$ cat config.mk
export PLATFORM = sky130hd
export DESIGN_NAME = flash_loader
export DESIGN_NICKNAME = d
export VERILOG_FILES = /design/src/rtl/flash_loader.sv
export SDC_FILE = /design/constraint.sdc
export NUM_CORES = 1
export LEC_CHECK = 0
export BUFFER_PORTS_ARGS = -buffer_cell sky130_fd_sc_hd__buf_2
export CAP_MARGIN = 10
export CORE_MARGIN = 5
export CORE_UTILIZATION = 45
export DETAILED_ROUTE_END_ITERATION = 8
export HOLD_SLACK_MARGIN = 0.1
export PLACE_DENSITY = 0.62
export SLEW_MARGIN = 5
export SYNTH_ARGS = -nofsm -noshare
export SYNTH_HDL_FRONTEND = slang
export SYNTH_SLANG_ARGS = --single-unit
$ cat constraint.sdc
create_clock -name clk -period 3.3 [get_ports clk]
set_input_delay 0.165 -clock clk [delete_from_list [all_inputs] [get_ports clk]]
set_output_delay 0.165 -clock clk [all_outputs]
set_load 0.02 [all_outputs]
$ cat src/rtl/flash_loader.sv
// flash_loader: after a startup delay, issues a single SPI READ (0x03 + 24-bit
// address) to a mode-0 serial flash, streams FlashTransferBytes bytes back and
// writes them as little-endian 32-bit words to a RAM port starting at address 0.
//
// Ports:
//   clk, rst          single clock, synchronous active-high reset
//   done              high once every word has been written (held until rst)
//   flash_clk         SPI clock (clk/2 while shifting, low otherwise)
//   flash_miso        SPI data from flash, sampled at the end of flash_clk high
//   flash_mosi        SPI data to flash, changes only while flash_clk is low
//   flash_cs_n        SPI chip select, active low, held for the whole burst
//   ramio_enable      one-cycle write request
//   ramio_read_type   constant 3'b000
//   ramio_write_type  2'b11 while ramio_enable is high, else 2'b00
//   ramio_address     RAM byte address of the word being written
//   ramio_data_in     word being written
//   ramio_busy        RAM interface busy
//   state_dbg         current FSM state, for debug/checkers
//
// RAM handshake: a write is offered only when ramio_busy is low; ramio_enable
// is high for exactly one cycle with address/data stable. The cycle after the
// pulse is skipped (the RAM may not have raised busy yet), then the loader
// waits for ramio_busy to fall before reading the next word from flash.
module flash_loader #(
  parameter int unsigned StartupWaitCycles  = 1_000_000,
  parameter logic [31:0] FlashFromAddress   = 32'h0,
  parameter int unsigned FlashTransferBytes = 4096
) (
  input  logic        clk,
  input  logic        rst,
  output logic        done,
  output logic        flash_clk,
  input  logic        flash_miso,
  output logic        flash_mosi,
  output logic        flash_cs_n,
  output logic        ramio_enable,
  output logic [2:0]  ramio_read_type,
  output logic [1:0]  ramio_write_type,
  output logic [31:0] ramio_address,
  output logic [31:0] ramio_data_in,
  input  logic        ramio_busy,
  output logic [2:0]  state_dbg
);

  typedef enum logic [2:0] {
    STARTUP_WAIT = 3'd0,
    SEND_CMD     = 3'd1,
    READ_BYTE    = 3'd2,
    WRITE_WORD   = 3'd3,
    WAIT_BUSY    = 3'd4,
    DONE         = 3'd5
  } state_t;

  localparam logic [31:0] Cmd        = {8'h03, FlashFromAddress[23:0]};
  localparam logic [31:0] WaitLast   = (StartupWaitCycles > 0) ? 32'(StartupWaitCycles - 1) : 32'd0;
  localparam logic [31:0] LastAddr   = (FlashTransferBytes >= 4) ? 32'(FlashTransferBytes - 4) : 32'd0;
  localparam bit          NoTransfer = (FlashTransferBytes == 0);

  state_t      state, next_state;
  logic [31:0] wait_cnt;
  logic [4:0]  bit_cnt;     // command bit index, or bit index within a byte
  logic        phase;       // 0: flash_clk low cycle, 1: flash_clk high cycle
  logic [1:0]  byte_idx;    // byte position within the current word
  logic [6:0]  shreg;       // first 7 bits of the byte; the 8th comes from miso
  logic        skip;        // WAIT_BUSY ignores busy for one cycle

  logic wait_done, last_word;
  assign wait_done = (wait_cnt == WaitLast);
  assign last_word = (ramio_address == LastAddr);

  assign ramio_read_type = 3'b000;
  assign state_dbg       = state;

  always_ff @(posedge clk) begin
    if (rst) state <= STARTUP_WAIT;
    else     state <= next_state;
  end

  always_comb begin
    next_state = state;
    case (state)
      STARTUP_WAIT: if (wait_done) next_state = NoTransfer ? DONE : SEND_CMD;
      SEND_CMD:     if (phase && bit_cnt == 5'd31) next_state = READ_BYTE;
      READ_BYTE:    if (phase && bit_cnt[2:0] == 3'd7 && byte_idx == 2'd3) next_state = WRITE_WORD;
      WRITE_WORD:   if (!ramio_busy) next_state = WAIT_BUSY;
      WAIT_BUSY:    if (!skip && !ramio_busy) next_state = last_word ? DONE : READ_BYTE;
      DONE:         next_state = DONE;
      default:      next_state = STARTUP_WAIT;
    endcase
  end

  always_ff @(posedge clk) begin
    if (rst) begin
      wait_cnt         <= 32'd0;
      bit_cnt          <= 5'd0;
      phase            <= 1'b0;
      byte_idx         <= 2'd0;
      shreg            <= 7'd0;
      skip             <= 1'b0;
      done             <= 1'b0;
      flash_cs_n       <= 1'b1;
      flash_clk        <= 1'b0;
      flash_mosi       <= 1'b0;
      ramio_enable     <= 1'b0;
      ramio_write_type <= 2'b00;
      ramio_address    <= 32'd0;
      ramio_data_in    <= 32'd0;
    end else begin
      case (state)
        STARTUP_WAIT: begin
          wait_cnt <= wait_cnt + 32'd1;
          if (wait_done) begin
            if (NoTransfer) begin
              done <= 1'b1;
            end else begin
              // First command bit is presented with cs_n falling.
              flash_cs_n <= 1'b0;
              flash_mosi <= Cmd[31];
              bit_cnt    <= 5'd0;
              phase      <= 1'b0;
            end
          end
        end
        SEND_CMD: begin
          if (!phase) begin
            flash_clk <= 1'b1;
            phase     <= 1'b1;
          end else begin
            flash_clk <= 1'b0;
            phase     <= 1'b0;
            if (bit_cnt == 5'd31) begin
              flash_mosi <= 1'b0;
              bit_cnt    <= 5'd0;
              byte_idx   <= 2'd0;
            end else begin
              bit_cnt    <= bit_cnt + 5'd1;
              flash_mosi <= Cmd[5'd30 - bit_cnt];
            end
          end
        end
        READ_BYTE: begin
          if (!phase) begin
            flash_clk <= 1'b1;
            phase     <= 1'b1;
          end else begin
            flash_clk <= 1'b0;
            phase     <= 1'b0;
            shreg     <= {shreg[5:0], flash_miso};
            if (bit_cnt[2:0] == 3'd7) begin
              ramio_data_in[{byte_idx, 3'b000} +: 8] <= {shreg, flash_miso};
              byte_idx <= byte_idx + 2'd1;
              bit_cnt  <= 5'd0;
            end else begin
              bit_cnt <= bit_cnt + 5'd1;
            end
          end
        end
        WRITE_WORD: begin
          if (!ramio_busy) begin
            ramio_enable     <= 1'b1;
            ramio_write_type <= 2'b11;
            skip             <= 1'b1;
          end
        end
        WAIT_BUSY: begin
          ramio_enable     <= 1'b0;
          ramio_write_type <= 2'b00;
          if (skip) begin
            skip <= 1'b0;
          end else if (!ramio_busy) begin
            if (last_word) begin
              flash_cs_n <= 1'b1;
              done       <= 1'b1;
            end else begin
              ramio_address <= ramio_address + 32'd4;
            end
          end
        end
        DONE: begin
          flash_cs_n <= 1'b1;
          flash_clk  <= 1'b0;
          done       <= 1'b1;
        end
        default: ;
      endcase
    end
  end

endmodule

After elaboration in Yosys (flattened, before gate mapping)
Memories as Yosys holds them, arrays and structs flattened.
Cells that the tools add are included.

storage, ports and cells
  register bits after elaboration = 121
  memory bits (read-only) = 32
  input port bits = 4
  output and inout bits = 77
  logic and storage cells = 112
  memories kept = 1

operators by class
  add/sub/neg operators = 6
  magnitude comparators = 1
  equality and inequality tests = 22
  shift operators = 2
  mux-type cells = 36
  bitwise logic cells = 3
  reduce and logical (&&, ||, !) cells = 27

memory list
  name             depth  width  read ports  clocked after memory_dff  write ports  line  source
  (no name shown)  32     1      1           0                         0            137   flash_mosi <= Cmd[5'd30 - bit_cnt];

operator list
  kind                      number
  $add A32 B1 Y32 const B   1
  $add A32 B3 Y32 const B   1
  $bwmux W32                1
  $eq A32 B12 Y1 const B    1
  $eq A32 B20 Y1 const B    1
  $shift A8 B7 Y32 const A  1
  $shiftx A8 B7 Y32         1
  $mux W5                   5
  $ne A2 B2 Y1 const B      12
  $mux W3                   6
  $pmux W3 S6               1
  $pmux W5 S3               1
  $reduce_and A5 Y1         3
  $reduce_and A4 Y1         3
  $reduce_bool A2 Y1        6
  $mux W2                   5
  $pmux W1 S2               5
  $eq A3 B3 Y1 const B      3
  $mux W1                   9
  $pmux W2 S2               2
  $neg A5 Y7                1
  $eq A3 B2 Y1 const B      2
  $lt A5 B6 Y1 const B      1
  $reduce_and A2 Y1         3
  other kinds (14)          22

Logic depth before layout (Yosys ltp)
  word-level depth = 6
  gate-level depth with buffers = 8
  depth with buffers taken out = 8

Worst setup path before layout
Ideal clock, no wire load.

  kind = reg2reg
  from = reg state[2], in the netlist state_dbg[2]
  to = reg wait_cnt[25]
  library setup time = 70 ps
  arrival = 2596 ps
  setup slack = 633 ps
  cell stages (with the launch flop) = 9
  buffers on the path = 3
  period minus slack after synthesis = 2667 ps
  path through = dfxtp_1 > buf_6 > or3_4 > or4_4 > buf_6 > or4_4 > buf_6 > or3_1 > a21oi_1

on the way
  cells in the longest elaborated chain, start to end = 1

RTL lines
  element                 line  source
  from (decl)             59    state_t state, next_state;
  from (signal assigned)  76    else state <= next_state;
  $logic_not A3 Y1        109   case (state)
  to (signal assigned)    111   wait_cnt <= wait_cnt + 32'd1;
  to (decl)               60    logic [31:0] wait_cnt;

Every way passes these cells.
A chain may end at the register's enable or synchronous reset.

Worst setup path in the final report
  from = reg state[0], in the netlist state_dbg[0]
  to = reg wait_cnt[31]

The elaborated chain is that of the path after synthesis.

==> impl_metrics.env <==
export IMPL_antenna_found_initial=0
export IMPL_drv_slew=0
export IMPL_ys_seq_area_share_pct=42.3
export IMPL_ctsResizeCount=0
export IMPL_seq_power_share_pct=42.6
export IMPL_ys_flop_type="dfxtp_1"
export IMPL_period_minus_slack_ns=2.60
export IMPL_postRouteAntennaNets=0
export IMPL_rows=40
export IMPL_totalWireLength_um=13500
export IMPL_post_cts_setup_buffers=0
export IMPL_grt_usage_pct=18.7
export IMPL_avgSynthCellArea_um2=8.16
export IMPL_grt_pass1_wl_um=22400
export IMPL_worst_setup_path_start_kind="flop"
export IMPL_clk_pin_slew_worst_paths_ns=0.06
export IMPL_vias=5094
export IMPL_worstSetupEndpointType="flop"
export IMPL_status="completed"
export IMPL_grt_max_degree=62
export IMPL_cts_tree="yes"
export IMPL_area_growth_syn_to_layout_pct=19.3
export IMPL_ys_async_sr_fraction_pct=0
export IMPL_path_max_fanout=13
export IMPL_cts_made_buffers=17
export IMPL_synth_area_um2=5530
export IMPL_whs_ns=0.178
export IMPL_post_dp_hpwl_um=9480
export IMPL_internal_power_mw=2.61
export IMPL_hold_path_class="in -> reg"
export IMPL_start_util_pct=46.1
export IMPL_drc_errors=0
export IMPL_p_total_mw=3.34
export IMPL_grt_pass1_vias=4730
export IMPL_max_vdd_ir_drop_mv=0.277
export IMPL_max_cap_violations=0
export IMPL_met1_length_um=6490
export IMPL_worst_skew_pair_late_latency_ns=0.41
export IMPL_p_leak_nw=2.39
export IMPL_ys_seq_elements=117
export IMPL_dieArea_um2=14600
export IMPL_syn_instance_count=678
export IMPL_routed_via_density=5.62
export IMPL_clockBufferDepth=2
export IMPL_wl_per_cell_um=14.9
export IMPL_synth_distinct_cells=52
export IMPL_die_w_um=121
export IMPL_synth_edf_count=0
export IMPL_drt_pass1_iterations=7
export IMPL_nNetsFinal=761
export IMPL_diodes=0
export IMPL_numPortBuffers=75
export IMPL_place_ws_ns=0.720
export IMPL_nFillCells=1138
export IMPL_powerDensity_nw_per_um2=505
export IMPL_worst_pin_slew_ns=0.923
export IMPL_ios=81
export IMPL_highest_layer="met4"
export IMPL_place_congestion=0.808
export IMPL_worst_slack_ns=0.697
export IMPL_fmax_mhz=384
export IMPL_synth_top_cell_area_share_pct=42.3
export IMPL_finish_utilization_pct=55.0
export IMPL_die_height_um=121
export IMPL_synth_area_leaders="dfxtp_1 (42%), a21oi_1 (6.9%), nand2_1 (5.4%)"
export IMPL_combPwrFrac_pct=1.3
export IMPL_yosys_top_cells_count="dfxtp_1 (117), nand2_1 (80), a21oi_1 (76)"
export IMPL_clock_sinks=117
export IMPL_seqCellArea_um2=2340
export IMPL_yosys_area_top_type="dfxtp_1"
export IMPL_grt_overflow=0
export IMPL_required_ns=3.64
export IMPL_htree_num_levels=4
export IMPL_p_sw_share_pct=21.7
export IMPL_setup_tns_ns=0
export IMPL_finalCritPeriodShare_pct=78.9
export IMPL_drtIter0Drc=266
export IMPL_rsz0062_at_grt="false"
export IMPL_power_switching_uw=722
export IMPL_slew_headroom_pct=38.3
export IMPL_yosysMostFrequentCell="dfxtp_1"
export IMPL_layout_drive_gt1_share_pct=16.8
export IMPL_skew_ns=0.00820
export IMPL_clkPwrFrac_pct=56.1
export IMPL_arrival_ns=2.95
export IMPL_multi_input_area_um2=2950
export IMPL_synth_warning_count=0
export IMPL_dr_wl_met2_um=6120
export IMPL_setup_violations=0
export IMPL_root_buffer="clkbuf_16"
export IMPL_wl_met3_um=750
export IMPL_finalHoldViolCount=0
export IMPL_criticalPathCategory="reg -> reg"
export IMPL_core_area_um2=12000
## layer usage
layer	vias to the layer above	GRT usage [%]
met5	-	0
met4	0	6.73
met3	15	4.62
met2	103	29.0
met1	2400	25.2
li1	2576	-
## power groups by stage
stage               clock, mW  combinational (mW)  sequential [mW]
floorplan                   0              0.0367             1.45
global placement            0              0.0432             1.45
detailed placement          0              0.0440             1.45
CTS                      1.91              0.0450             1.42
global route             1.97              0.0500             1.42
finish                   1.87              0.0447             1.42
## kinds of logic (layout without fill, tap and decap cells)
logic type               Yosys count  after routing  synth area share [%]
AO/OA/AOI/OAI                    143            143                  14.9
XOR/XNOR                          32             32                  5.06
adder cells (fa/ha/maj)           10             10                  2.26
buffers and inverters             55            133                  4.61
flip-flops                       117            117                  42.3
multiplexers                       6              6                  1.15
other                              1              5                0.0678
AND/OR/NAND/NOR                  314            314                  29.6
## state kept, by name, summed over array words and instances, names as in the netlist
signal            flops
flash_clk             1
state_dbg             3
byte_idx              2
done                  1
ramio_data_in        32
bit_cnt               5
ramio_write_type      1
shreg                 7
flash_mosi            1
flash_cs_n            1
wait_cnt             32
phase                 1
ramio_address        30
## stage by stage
stage | area, um^2 | cells
2_1_floorplan | 5550 | 682
3_3_place_gp | 5990 | 874
3_5_place_dp | 5990 | 874
4_1_cts | 6600 | 907
5_1_grt | 6600 | 907
6_report | 6600 | 907
## cell usage in the layout (no fill, tap or decap), types with 11 or more instances in the layout
| master | synthesis | final |
|---|---|---|
| dfxtp_1 | 117 | 117 |
| inv_1 | 15 | 15 |
| nor3_1 | 16 | 16 |
| nor2_1 | 45 | 45 |
| nand3_1 | 59 | 59 |
| and4_1 | 12 | 12 |
| xor2_1 | 13 | 13 |
| nand2_1 | 80 | 80 |
| buf_2 | 0 | 74 |
| a21oi_1 | 76 | 76 |
| o21ai_0 | 24 | 24 |
| buf_4 | 7 | 11 |
| or3_1 | 20 | 20 |
| clkbuf_16 | 0 | 17 |
| nand4_1 | 13 | 13 |
| nor4_1 | 15 | 15 |
| or4_1 | 12 | 12 |
| xnor2_1 | 19 | 19 |
## final timing paths
| kind | slack (ns) | end | cells past startpoint | start |
|---|---|---|---|---|
| max | 0.70 | wait_cnt[31]$_SDFFE_PP0P_ | 5 | state_dbg[0]$_SDFFE_PP0P_ |
| min | 0.18 | ramio_write_type[0]$_SDFFE_PP0P_ | 4 | ramio_busy |
| max reg2reg | 0.70 | wait_cnt[31]$_SDFFE_PP0P_ | 5 | state_dbg[0]$_SDFFE_PP0P_ |
| min reg2reg | 0.45 | ramio_data_in[16]$_SDFFE_PP0P_ | 2 | ramio_data_in[16]$_SDFFE_PP0P_ |
## critical path: stages (launching register included)
cell and delay (ns):
dfxtp_1 0.31, or3_4 0.41, or4_4 0.58, or4_4 0.59
or4_1 0.49, a21oi_1 0.15
## what timing repair did
item	4_1_cts	5_1_grt
hold buffers	1	0
endpoints found under the setup margin	0	0
hold endpoints to repair	5	0
## cell type report
cell class,instances,area share [%]
Clock buffer,17,6.44
Timing Repair Buffer,86,7.01
Inverter,15,0.853
Sequential cell,117,35.5
Multi-Input combinational cell,510,44.7
Clock inverter,15,2.75
Tap cell,147,2.79
Note: power is estimated with default switching activity, not from simulation.
